`config.mk`:
```
export PLATFORM = sky130hd
export DESIGN_NAME = sw_vector_sequencer
export DESIGN_NICKNAME = d
export VERILOG_FILES = /design/src/rtl/sw_seq_pkg.sv /design/src/rtl/btn_edge.sv /design/src/rtl/sw_vector_sequencer.sv
export SDC_FILE = /design/constraint.sdc
export NUM_CORES = 1
export LEC_CHECK = 0
export CAP_MARGIN = 20
export CORE_MARGIN = 2
export CORE_UTILIZATION = 55
export CTS_CLUSTER_SIZE = 12
export DETAILED_ROUTE_END_ITERATION = 10
export GPL_ROUTABILITY_DRIVEN = 0
export PLACE_DENSITY_LB_ADDON = 0.3
export RECOVER_POWER = 50
export SYNTH_ARGS = -nofsm -noshare
export SYNTH_HDL_FRONTEND = slang
export SYNTH_SLANG_ARGS = --single-unit
```
`constraint.sdc`:
```
create_clock -name clk -period 3.13 [get_ports clk]
set_input_delay 0.4695 -clock clk [delete_from_list [all_inputs] [get_ports clk]]
set_output_delay 0.4695 -clock clk [all_outputs]
set_load 0.01 [all_outputs]
```
`src/rtl/sw_seq_pkg.sv`:
```
// Shared types and default sizes for the switch-vector sequencer.
// Latency: n/a (types and constants only).
// Backpressure: n/a.
package sw_seq_pkg;

  localparam int SEQ_W     = 8;
  localparam int SEQ_DEPTH = 8;
  localparam int PTR_W     = $clog2(SEQ_DEPTH);

  typedef enum logic [1:0] {
    IDLE  = 2'd0,
    APPLY = 2'd1,
    WAIT  = 2'd2,
    DONE  = 2'd3
  } seq_state_e;

endpackage

```
`src/rtl/btn_edge.sv`:
```
// Button conditioner: 2-FF synchronizer, optional debounce, one-cycle rising-edge pulse.
// Latency: 3 cycles input-to-pulse; SEQ_DEBOUNCE_EN adds DEBOUNCE_CYCLES.
// Backpressure: none; pulses are fire-and-forget.
//
// Ports:
//   clk, rst  - clock, synchronous active-high reset
//   btn_i     - raw asynchronous button level
//   rise_o    - one-cycle pulse per accepted rising edge
// Build option: SEQ_DEBOUNCE_EN enables the stability filter.
module btn_edge #(
  parameter int DEBOUNCE_CYCLES = 16
) (
  input  logic clk,
  input  logic rst,
  input  logic btn_i,
  output logic rise_o
);

  logic sync1_q, sync2_q;
  logic level;
  logic prev_q, rise_q;

  always_ff @(posedge clk) begin
    if (rst) begin
      sync1_q <= 1'b0;
      sync2_q <= 1'b0;
    end else begin
      sync1_q <= btn_i;
      sync2_q <= sync1_q;
    end
  end

`ifdef SEQ_DEBOUNCE_EN
  localparam int DB_W = (DEBOUNCE_CYCLES > 1) ? $clog2(DEBOUNCE_CYCLES) : 1;

  logic [DB_W-1:0] db_cnt_q;
  logic            db_lvl_q;

  // Counter runs only while the synchronized input disagrees with the
  // filtered level; any agreement restarts the stability window.
  always_ff @(posedge clk) begin
    if (rst) begin
      db_cnt_q <= '0;
      db_lvl_q <= 1'b0;
    end else if (sync2_q == db_lvl_q) begin
      db_cnt_q <= '0;
    end else if (db_cnt_q == DB_W'(DEBOUNCE_CYCLES - 1)) begin
      db_cnt_q <= '0;
      db_lvl_q <= sync2_q;
    end else begin
      db_cnt_q <= db_cnt_q + 1'b1;
    end
  end

  assign level = db_lvl_q;
`else
  assign level = sync2_q;
`endif

  // Pulse is registered so the FSM sees a clean flop output.
  always_ff @(posedge clk) begin
    if (rst) begin
      prev_q <= 1'b0;
      rise_q <= 1'b0;
    end else begin
      prev_q <= level;
      rise_q <= level & ~prev_q;
    end
  end

  assign rise_o = rise_q;

endmodule

```
`src/rtl/sw_vector_sequencer.sv`:
```
// Loads switch vectors, replays them into the sw->led datapath, lets the user browse captured results.
// Latency: HOLD_CYCLES+1 cycles per vector; capture HOLD_CYCLES cycles after dp_in changes.
// Backpressure: none; button edges are ignored while busy.
//
// Ports:
//   clk, rst          - clock, synchronous active-high reset
//   sw                - switches, vector to load / shown on led in IDLE
//   btn_load, btn_run - raw buttons (load/view-next, start/return)
//   dp_in / dp_out    - drive to / response from the datapath
//   led               - board LEDs (sw in IDLE, captured result in DONE)
//   busy, done        - registered status (APPLY/WAIT, DONE)
//   idx               - write pointer in IDLE, read pointer otherwise
// Build option: SEQ_DEBOUNCE_EN adds a button debounce filter.
module sw_vector_sequencer
  import sw_seq_pkg::*;
#(
  parameter int W               = SEQ_W,
  parameter int DEPTH           = SEQ_DEPTH,
  parameter int HOLD_CYCLES     = 4,
  parameter int DEBOUNCE_CYCLES = 16
) (
  input  logic                     clk,
  input  logic                     rst,
  input  logic [W-1:0]             sw,
  input  logic                     btn_load,
  input  logic                     btn_run,
  output logic [W-1:0]             dp_in,
  input  logic [W-1:0]             dp_out,
  output logic [W-1:0]             led,
  output logic                     busy,
  output logic                     done,
  output logic [$clog2(DEPTH)-1:0] idx
);

  localparam int PW = $clog2(DEPTH);
  localparam int CW = PW + 1;
  localparam int HW = (HOLD_CYCLES > 1) ? $clog2(HOLD_CYCLES) : 1;

  logic load_edge, run_edge;

  btn_edge #(.DEBOUNCE_CYCLES(DEBOUNCE_CYCLES)) u_load_edge (
    .clk    (clk),
    .rst    (rst),
    .btn_i  (btn_load),
    .rise_o (load_edge)
  );

  btn_edge #(.DEBOUNCE_CYCLES(DEBOUNCE_CYCLES)) u_run_edge (
    .clk    (clk),
    .rst    (rst),
    .btn_i  (btn_run),
    .rise_o (run_edge)
  );

  seq_state_e     state_q, state_d;
  logic [PW-1:0]  wr_ptr_q, wr_ptr_d;
  logic [PW-1:0]  rd_ptr_q, rd_ptr_d;
  logic [CW-1:0]  count_q, count_d;
  logic [HW-1:0]  hold_q, hold_d;
  logic [W-1:0]   dp_in_q, dp_in_d;
  logic [W-1:0]   led_q, led_d;
  logic           busy_q, busy_d;
  logic           done_q, done_d;
  logic           vec_we, res_we;
  logic [W-1:0]   vec_q [DEPTH];
  logic [W-1:0]   res_q [DEPTH];

  always_comb begin
    state_d  = state_q;
    wr_ptr_d = wr_ptr_q;
    rd_ptr_d = rd_ptr_q;
    count_d  = count_q;
    hold_d   = hold_q;
    dp_in_d  = dp_in_q;
    vec_we   = 1'b0;
    res_we   = 1'b0;

    case (state_q)
      IDLE: begin
        // A run edge swallows a coincident load edge even when it is ignored.
        if (run_edge) begin
          if (count_q != '0) begin
            rd_ptr_d = '0;
            state_d  = APPLY;
          end
        end else if (load_edge) begin
          vec_we   = 1'b1;
          wr_ptr_d = wr_ptr_q + 1'b1;
          if (count_q != CW'(DEPTH)) count_d = count_q + 1'b1;
        end
      end
      APPLY: begin
        dp_in_d = vec_q[rd_ptr_q];
        hold_d  = HW'(HOLD_CYCLES - 1);
        state_d = WAIT;
      end
      WAIT: begin
        if (hold_q == '0) begin
          res_we = 1'b1;
          if ({1'b0, rd_ptr_q} == count_q - CW'(1)) begin
            rd_ptr_d = '0;
            state_d  = DONE;
          end else begin
            rd_ptr_d = rd_ptr_q + 1'b1;
            state_d  = APPLY;
          end
        end else begin
          hold_d = hold_q - 1'b1;
        end
      end
      DONE: begin
        if (run_edge) begin
          state_d = IDLE;
        end else if (load_edge) begin
          // Browse wraps at the number of loaded vectors, not the table size.
          if ({1'b0, rd_ptr_q} + CW'(1) == count_q) rd_ptr_d = '0;
          else                                      rd_ptr_d = rd_ptr_q + 1'b1;
        end
      end
      default: state_d = IDLE;
    endcase

    // Outputs are decoded from the next state so they land with the state.
    if (state_d == IDLE) dp_in_d = '0;

    busy_d = (state_d == APPLY) || (state_d == WAIT);
    done_d = (state_d == DONE);

    led_d = led_q;
    if (state_d == IDLE) begin
      led_d = sw;
    end else if (state_d == DONE) begin
      // Bypass the result being captured this cycle (single-vector run).
      if (res_we && (rd_ptr_q == rd_ptr_d)) led_d = dp_out;
      else                                  led_d = res_q[rd_ptr_d];
    end
  end

  always_ff @(posedge clk) begin
    if (rst) begin
      state_q  <= IDLE;
      wr_ptr_q <= '0;
      rd_ptr_q <= '0;
      count_q  <= '0;
      hold_q   <= '0;
      dp_in_q  <= '0;
      led_q    <= '0;
      busy_q   <= 1'b0;
      done_q   <= 1'b0;
    end else begin
      state_q  <= state_d;
      wr_ptr_q <= wr_ptr_d;
      rd_ptr_q <= rd_ptr_d;
      count_q  <= count_d;
      hold_q   <= hold_d;
      dp_in_q  <= dp_in_d;
      led_q    <= led_d;
      busy_q   <= busy_d;
      done_q   <= done_d;
    end
  end

  always_ff @(posedge clk) begin
    if (rst) begin
      for (int i = 0; i < DEPTH; i++) begin
        vec_q[i] <= '0;
        res_q[i] <= '0;
      end
    end else begin
      if (vec_we) vec_q[wr_ptr_q] <= sw;
      if (res_we) res_q[rd_ptr_q] <= dp_out;
    end
  end

  assign dp_in = dp_in_q;
  assign led   = led_q;
  assign busy  = busy_q;
  assign done  = done_q;
  assign idx   = (state_q == IDLE) ? wr_ptr_q : rd_ptr_q;

endmodule

```
==> results of run 1 <==
[per-stage QoR]
step	instance area (um^2)	worst slack (ps)	std cells
6_report	9340	176	894
5_1_grt	9340	-37.7	894
4_1_cts	9300	23.1	891
3_5_place_dp	8710	35.8	859
3_3_place_gp	8710	131	859
2_1_floorplan	8060	236	644
[per-layer routing]
layer / routed length (um) / part of all wire, % / up-vias / global-route usage (%)
li1: - / - / 2469 / -
met1: 8100 / 44 / 2630 / 35.2
met2: 8880 / 48 / 217 / 38.7
met3: 1270 / 6.9 / 20 / 5.13
met4: 243 / 1.3 / 0 / 6.60
met5: 0 / 0 / - / 0
[area by class of cell]
| type | instances | area [um^2] |
|---|---|---|
| Timing Repair Buffer | 63 | 588 |
| Clock inverter | 12 | 150 |
| Tap cell | 184 | 230 |
| Sequential cell | 168 | 4640 |
| Multi-Input combinational cell | 433 | 3220 |
| Fill cell | 1076 | 5080 |
| Clock buffer | 20 | 447 |
| Inverter | 14 | 56.3 |
[cells by family after synthesis]
logic type / after synthesis / share of synthesized area (%)
AOI/OAI and AO/OA: 87 / 8.38
xor gates and xnor gates: 13 / 1.51
adders and majority gates: 7 / 1.09
buffers and inverters: 43 / 2.41
DFF: 168 / 57.6
muxes: 60 / 9.97
and+or+nand+nor: 266 / 19.0
[registers in the layout, indices dropped and copies added (netlist names)]
name / count
u_load_edge.level: 1
u_run_edge.rise_o: 1
done: 1
count_q: 4
u_run_edge.level: 1
led: 8
busy: 1
res_q: 64
u_run_edge.sync1_q: 1
u_load_edge.rise_o: 1
u_run_edge.prev_q: 1
state_q: 2
rd_ptr_q: 3
u_load_edge.sync1_q: 1
vec_q: 64
hold_q: 2
u_load_edge.prev_q: 1
dp_in: 8
wr_ptr_q: 3
[critical path, stage by stage, from the launching register on]
cell	delay (ps)
dfxtp_1	320
inv_2	60
ha_1	200
or3b_1	370
a31oi_1	410
o21ai_0	240
nand3_2	150
buf_12	250
mux2i_1	340
a22oi_1	170
a21o_1	210
o211a_1	90
[power breakdown]
part,internal (mW),leakage [nW],switching [mW],total (mW)
Sequential,2.46,1.65,0.0287,2.49
Combinational,0.0793,1.47,0.123,0.202
Clock,1.27,0.288,0.854,2.13
Total,3.81,3.41,1.01,4.82
[placed cells by master (no fill, tap or decap), types with 6 or more instances in the layout]
cell and n:
edfxtp_1 128, ha_1 7, mux4_2 16, nor2_1 49, a211oi_1 11, a22oi_1 16, nand2_1 19, dlygate4sd3_1 18
or2_2 18, mux2i_1 42, buf_4 20, o21ai_0 6, clkdlybuf4s50_1 21, nor2b_1 13, inv_1 12, xnor2_1 8
a21o_1 8, clkbuf_16 17, o211a_1 7, and2_1 120, dfxtp_1 40, nor3_1 11, o22ai_1 7
[how the worst max path moves through the flow]
stage	from	to	slack [ps]
2_1_floorplan	count_q[0]$_SDFFE_PP0P_	led[6]$_SDFFE_PP0P_	240
3_3_place_gp	rd_ptr_q[1]$_SDFF_PP0_	led[5]$_SDFFE_PP0P_	130
3_5_place_dp	rd_ptr_q[1]$_SDFF_PP0_	led[3]$_SDFFE_PP0P_	40
4_1_cts	count_q[0]$_SDFFE_PP0P_	led[6]$_SDFFE_PP0P_	20
5_1_grt	count_q[0]$_SDFFE_PP0P_	led[6]$_SDFFE_PP0P_	-40
6_report	count_q[0]$_SDFFE_PP0P_	led[0]$_SDFFE_PP0P_	180
[timing repair]
item                       4_1_cts  5_1_grt
setup endpoints to repair        0        8
setup buffers                    0        3
hold endpoints to repair         0        0
gates resized for setup          0        7
==> results.py, run 1 <==
metrics = {
    "detailed_routing": {
        "route.vias.total": 5336,
        "drtAntennaViolNets": 0,
        "drt_wl_total_um": 18500,
        "dr.pass1.iters": 5,
        "drt_iter0_markers": 460,
        "post_drt_wl_per_cell_um": 20.7,
        "drc": 0,
        "viasPerCell": 5.97,
    },
    "floorplanning": {
        "fp.dieH_um": 125,
        "ios": 41,
        "initial_utilization_pct": 55.9,
        "die_x_um": 125,
        "rows": 44,
        "core_mm2": 0.0144,
        "die_area_mm2": 0.0156,
    },
    "pwr": {
        "ir_worst_vdd_mv": 0.409,
        "leakagePower_nw": 3.41,
        "power_density_mw_per_mm2": 516,
        "power.total_mw": 4.82,
    },
    "final_layout": {
        "nets": 724,
        "area_delta_synth_final_pct": 15.9,
        "final_layout_size_suffix_gt1_share_pct": 14.8,
        "n_antenna_cell": 0,
        "final_util_pct": 64.8,
    },
    "worst_setup_path": {
        "cp-start-kind": "flip-flop",
        "r2r_setup_slack_ps": 180,
        "r2r-end": "led[0]$_SDFFE_PP0P_",
        "crit_required_ps": 3460,
        "reg2regPathDepth": 11,
        "crit_path_end_kind": "flip-flop",
        "r2r-start": "count_q[0]$_SDFFE_PP0P_",
        "crit_arrival_ps": 3280,
        "crit_type": "reg -> reg",
        "crit_fanout": 32,
    },
    "logic_synthesis": {
        "synth_common_cells": "edfxtp_1 (128), and2_1 (120), nor2_1 (50)",
        "synth_nets": 671,
        "avgSynthCellArea_um2": 12.5,
        "yosys-top-cells-area": "edfxtp_1 (48%), dfxtp_1 (9.9%), and2_1 (9.3%)",
        "netlist_area_mm2": 0.00806,
        "ys_warn_count": 0,
        "async_flop_share_pct": 0,
        "ys_ff_latch": 168,
        "yosysTopAreaCell": "edfxtp_1",
        "synth_cells": 644,
        "synth-edff-count": 128,
        "ys_types": 66,
        "netlist.area_leader.share_pct": 47.7,
        "synth.most_common_cell": "edfxtp_1",
        "ys_seq_area_share_pct": 57.6,
        "ys.flop_type": "edfxtp_1",
    },
    "clock_tree": {
        "clock-sinks": 168,
        "clk_pin_slew_ps": 60,
        "root_buffer": "clkbuf_16",
        "clock_path_buffers": 2,
        "clk_latency_ps": 430,
        "cts_max_level": 4,
        "cts_buffers": 17,
        "tritoncts": "built",
        "hold_buffers": 0,
    },
    "sta": {
        "finalClockSkew_ps": 8.55,
        "min_period_ps": 2950,
        "drv_slew": 0,
        "whs_ps": 389,
        "slew_headroom_pct": 51.1,
        "tightest_slew_ps": 733,
        "fin_crit_sh_pct": 94.4,
        "setup_violations": 0,
        "hold_viol_final": 0,
        "tns_ps": 0,
        "fmax_ghz": 0.339,
    },
    "hold_path": {
        "holdCritPathClass": "reg -> reg",
        "min_from": "u_load_edge.prev_q$_SDFF_PP0_",
        "min_to": "u_load_edge.rise_o$_SDFF_PP0_",
        "min_path_cells": 1,
    },
    "grt": {
        "grt_pass1_wl_um": 29300,
        "grtUsageTotal_pct": 24.6,
        "antenna_found_initial": 0,
        "grt_overflow_total": 0,
        "grt_pass1_vias": 5273,
        "grt_max_degree": 37,
    },
    "run": {
        "cap_viol_max_count": 0,
    },
    "place": {
        "io_buffers": 40,
        "dp_hpwl_um": 12500,
    },
    "status": {
        "status": "finished clean",
    },
}
Power figures use the tool's default switching activity.
==> inputs of run 2 (changes only) <==
Clock period 3.13 ns to 3.5 ns, I/O delays scaled along.
==> results.py, run 2 (synthesis gave the netlist of run 1 again) <==
metrics = {
    "final_layout": {
        "nets": 716,
        "final-seq-area_mm2": 0.00465,
        "final_layout_size_suffix_gt1_share_pct": 12.4,
        "area_delta_synth_final_pct": 14.5,
        "fill_cells": 1043,
        "reg_top3": "res_q x64, vec_q x64",
        "n_antenna_cell": 0,
        "final_cell_mix": "edfxtp_1 (128), and2_1 (69), and2_0 (52), nor2_1 (50), mux2i_1 (42)",
        "final_util_pct": 64.0,
        "layout_commonest_cell": "edfxtp_1",
        "multi_input_area_mm2": 0.00321,
    },
    "grt": {
        "grt_max_degree": 40,
        "grt_pass1_vias": 5137,
        "antenna_found_initial": 0,
        "grt_overflow_total": 0,
        "grt_pass1_wl_um": 28100,
        "grtUsageTotal_pct": 23.6,
    },
    "sta": {
        "finalClockSkew_ps": 8.39,
        "fmax_ghz": 0.309,
        "rsz0062_at_grt": "no",
        "tightest_slew_ps": 978,
        "setup_violations": 0,
        "fin_crit_sh_pct": 92.4,
        "tns_ps": 0,
        "drv_slew": 0,
        "min_period_ps": 3240,
        "slew_headroom_pct": 34.6,
        "hold_viol_final": 0,
    },
    "clock_tree": {
        "clk_latency_ps": 430,
        "cts_max_level": 4,
        "root_buffer": "clkbuf_16",
        "tritoncts": "built",
        "cts_buffers": 17,
        "clk_pin_slew_ps": 60,
        "clock_path_buffers": 2,
        "clock-sinks": 168,
    },
    "detailed_routing": {
        "drt_iter0_markers": 582,
        "drtAntennaViolNets": 0,
        "viasPerCell": 5.96,
        "dr.pass1.iters": 5,
        "drc": 0,
        "post_drt_wl_per_cell_um": 20.2,
        "drt_wl_total_um": 17900,
        "route.vias.total": 5276,
    },
    "pwr": {
        "ir_worst_vdd_mv": 0.393,
        "power_density_mw_per_mm2": 463,
        "leakagePower_nw": 3.27,
    },
    "status": {
        "status": "finished clean",
    },
    "worst_setup_path": {
        "crit_arrival_ps": 3560,
        "cpLargestDelayFamily": "compound AO/OA/AOI/OAI gates",
        "crit_buf_inv": 0,
        "slowest_delay_ps": 610,
        "path_depth": 9,
        "crit_type": "reg -> reg",
        "cp-start-kind": "flip-flop",
        "r2r-end": "led[7]$_SDFFE_PP0P_",
        "path_cells": "ha_1 > xnor2_2 > a2111oi_0 > o31ai_1 > a32o_1 > nor3_4 > a22oi_1 > a21o_1 > o211a_1",
        "cp_slowest_cell": "dfxtp_1",
        "reg2regPathDepth": 9,
        "crit_path_end_kind": "flip-flop",
        "crit_fanout": 13,
        "r2r_setup_slack_ps": 260,
        "r2r-start": "rd_ptr_q[0]$_SDFF_PP0_",
        "crit_required_ps": 3820,
    },
    "run": {
        "cap_viol_max_count": 0,
    },
    "floorplanning": {
        "die_x_um": 125,
        "core_mm2": 0.0144,
        "fp.dieH_um": 125,
        "die_area_mm2": 0.0156,
        "rows": 44,
        "initial_utilization_pct": 55.9,
        "ios": 41,
    },
    "place": {
        "io_buffers": 40,
        "dp_hpwl_um": 12100,
    },
    "hold_path": {
        "holdCritPathClass": "reg -> reg",
        "min_from": "u_run_edge.prev_q$_SDFF_PP0_",
        "min_path_cells": 1,
        "min_to": "u_run_edge.rise_o$_SDFF_PP0_",
    },
}
[run 2: cell types whose count changed in the layout (fill, tap and decap cells not counted), sizes merged]
cell	delta
buf	-11
clkinvlp	+1
clkbuf	+2
clkinv	-1
[run 2: metrics by stage]
| step | worst slack [ps] | std cells | cell area [um^2] | total power, mW | hold slack [ps] |
|---|---|---|---|---|---|
| 3_5_place_dp | 222 | 850 | 8640 | 2.45 | 384 |
| 5_1_grt | 53.6 | 885 | 9230 | 4.38 | 414 |
| 3_3_place_gp | 340 | 850 | 8640 | 2.44 | 375 |
| 4_1_cts | 184 | 881 | 9220 | 4.29 | 393 |
| 2_1_floorplan | 606 | 644 | 8060 | 2.35 | 367 |
| 6_report | 265 | 885 | 9230 | 4.27 | 395 |
[run 2: worst max path at each step]
stage                       startpoint             endpoint  slack [ps]
3_3_place_gp    rd_ptr_q[0]$_SDFF_PP0_  led[0]$_SDFFE_PP0P_         340
4_1_cts        count_q[0]$_SDFFE_PP0P_  led[6]$_SDFFE_PP0P_         180
3_5_place_dp   count_q[0]$_SDFFE_PP0P_  led[6]$_SDFFE_PP0P_         220
2_1_floorplan  count_q[0]$_SDFFE_PP0P_  led[6]$_SDFFE_PP0P_         610
5_1_grt        count_q[0]$_SDFFE_PP0P_  led[6]$_SDFFE_PP0P_          50
6_report        rd_ptr_q[0]$_SDFF_PP0_  led[7]$_SDFFE_PP0P_         260
[run 2: final cells by class]
cell class	instances	area share, %
clock inverters	12	1.64
inverters	14	0.610
repair buffers	55	5.46
well taps	184	2.49
multi-input cells	433	34.8
clock buffers	19	4.69
flip-flops and latches	168	50.3
[run 2: power breakdown]
part / internal (mW) / leakage [nW] / switching (mW) / total [mW]
Combinational: 0.0697 / 1.35 / 0.108 / 0.178
Sequential: 2.20 / 1.65 / 0.0258 / 2.23
Clock: 1.11 / 0.275 / 0.754 / 1.87
[run 2: per-layer routing]
layer	up-vias	wire [um]	GRT usage [%]
met1	2566	7850	33.3
li1	2455	-	-
met4	0	454	9.22
met3	36	1320	5.39
met5	-	0	0
met2	219	8240	36.0
[run 2: repair_timing]
| action | CTS | global route |
|---|---|---|
| setup endpoints to repair | 0 | 8 |
| resized for setup | 0 | 4 |
| hold buffers | 0 | 0 |
| buffers inserted | 0 | 4 |
==> inputs of run 3 (changes only) <==
Settings changed: CTS_BUF_LIST set to sky130_fd_sc_hd__clkbuf_4 sky130_fd_sc_hd__clkbuf_8.
==> results.py, run 3 (synthesis gave the netlist of run 1 again) <==
metrics = {
    "status": {
        "status": "finished clean",
    },
    "sta": {
        "whs_ps": 395,
        "rsz0062_at_grt": "no",
        "finalClockSkew_ps": 12.1,
        "setup_violations": 0,
        "drv_slew": 0,
        "hold_viol_final": 0,
        "slew_headroom_pct": 33.6,
        "tightest_slew_ps": 992,
        "setup_ws_ps": 282,
        "fmax_ghz": 0.311,
        "fin_crit_sh_pct": 91.9,
        "tns_ps": 0,
        "min_period_ps": 3220,
    },
    "clock_tree": {
        "clk_latency_ps": 450,
        "cts_max_level": 4,
        "root_buffer": "clkbuf_8",
        "clock_path_buffers": 2,
        "clk_pin_slew_ps": 90,
        "cts_buffers": 17,
        "tritoncts": "built",
        "clock-sinks": 168,
    },
    "worst_setup_path": {
        "crit_fanout": 13,
        "crit_required_ps": 3850,
        "crit_type": "reg -> reg",
        "cp-start-kind": "flip-flop",
        "crit_arrival_ps": 3570,
        "crit_path_end_kind": "flip-flop",
    },
    "grt": {
        "grt_max_degree": 40,
        "grtUsageTotal_pct": 23.3,
        "grt_pass1_vias": 5134,
        "antenna_found_initial": 0,
        "grt_pass1_wl_um": 27900,
        "grt_overflow_total": 0,
    },
    "pwr": {
        "ir_worst_vdd_mv": 0.229,
        "p_comb_share_pct": 4.6,
        "p_sw_uw": 824,
        "internal-power_mw": 2.98,
        "leakagePower_nw": 3.20,
        "switching_share_pct": 21.7,
        "power_density_mw_per_mm2": 420,
        "seq_power_share_pct": 58.4,
        "power_frac_clock_pct": 36.9,
    },
    "final_layout": {
        "nets": 716,
        "multi_input_area_mm2": 0.00321,
        "final_cell_mix": "edfxtp_1 (128), and2_1 (74), nor2_1 (50), and2_0 (47), mux2i_1 (42)",
        "area_delta_synth_final_pct": 12.2,
        "final_util_pct": 62.7,
        "n_antenna_cell": 0,
        "reg_top3": "res_q x64, vec_q x64",
        "fill_cells": 1061,
        "layout_commonest_cell": "edfxtp_1",
        "final-seq-area_mm2": 0.00465,
        "final_layout_size_suffix_gt1_share_pct": 12.6,
    },
    "floorplanning": {
        "rows": 44,
        "initial_utilization_pct": 55.9,
        "core_mm2": 0.0144,
        "die_area_mm2": 0.0156,
        "fp.dieH_um": 125,
        "die_x_um": 125,
        "ios": 41,
    },
    "detailed_routing": {
        "post_drt_wl_per_cell_um": 19.8,
        "drc": 0,
        "viasPerCell": 5.99,
        "route.vias.total": 5298,
        "drt_iter0_markers": 574,
        "drtAntennaViolNets": 0,
        "dr.pass1.iters": 6,
        "drt_wl_total_um": 17600,
    },
    "place": {
        "pre_cts_slack_ps": 222,
        "dp_hpwl_um": 12100,
        "io_buffers": 40,
    },
    "run": {
        "cap_viol_max_count": 0,
    },
    "hold_path": {
        "holdCritPathClass": "reg -> reg",
    },
}
-- run 3: changes by cell type in the layout (fill, tap and decap cells not counted) --
cell / before / now
clkbuf_1: 7 / 5
and2_0: 52 / 47
or2_2: 15 / 14
clkbuf_4: 0 / 2
clkbuf_16: 17 / 0
or2_0: 3 / 4
and2_1: 69 / 74
clkbuf_8: 0 / 17
-- run 3: timing repair --
action,in CTS,in global routing
hold buffers,0,0
setup buffers,0,4
resized for setup,0,4
endpoints found under the setup margin,0,8
-- run 3: final cells by class --
class                      instances  area share, %
clock buffer                      19           2.75
clock inverter                    12           1.67
multi-input combinational        433           35.5
sequential                       168           51.4
tap                              184           2.54
inverter                          14          0.622
timing repair buffer              55           5.57
-- run 3: through the flow --
stage | instance area [um^2] | instances | total power [mW]
detailed placement | 8640 | 850 | 2.45
finish | 9050 | 885 | 3.80
global route | 9050 | 885 | 3.91
floorplan | 8060 | 644 | 2.35
CTS | 9040 | 881 | 3.82
global placement | 8640 | 850 | 2.44
-- run 3: power by group through the flow --
stage,logic (mW),registers [mW],clock network (mW)
after floorplan,0.0923,2.26,0
after global placement,0.175,2.26,0
after detailed placement,0.179,2.27,0
after CTS,0.180,2.22,1.42
after global routing,0.191,2.23,1.49
final,0.177,2.22,1.41
-- run 3: path summary, 6_finish.rpt --
kind                            startpoint                             to  depth (start not counted)  slack [ps]
max                 rd_ptr_q[0]$_SDFF_PP0_            led[7]$_SDFFE_PP0P_                          9         280
min          u_load_edge.prev_q$_SDFF_PP0_  u_load_edge.rise_o$_SDFF_PP0_                          1         400
max reg2reg         rd_ptr_q[0]$_SDFF_PP0_            led[7]$_SDFFE_PP0P_                          9         280
min reg2reg  u_load_edge.prev_q$_SDFF_PP0_  u_load_edge.rise_o$_SDFF_PP0_                          1         400
-- run 3: routing by layer --
layer  vias to the layer above  GRT usage [%]  part of all wire, %
li1                       2445              -                    -
met5                         -              0                    0
met1                      2596           33.1                   44
met4                         0           7.71                  2.2
met3                        35           4.75                  7.2
met2                       222           36.2                   47
-- run 3: critical path: stages, from the launching register on --
cell,delay [ps]
dfxtp_1,600
ha_1,350
xnor2_2,120
a2111oi_0,570
o31ai_1,210
a32o_1,380
nor3_4,370
a22oi_1,210
a21o_1,220
o211a_1,100
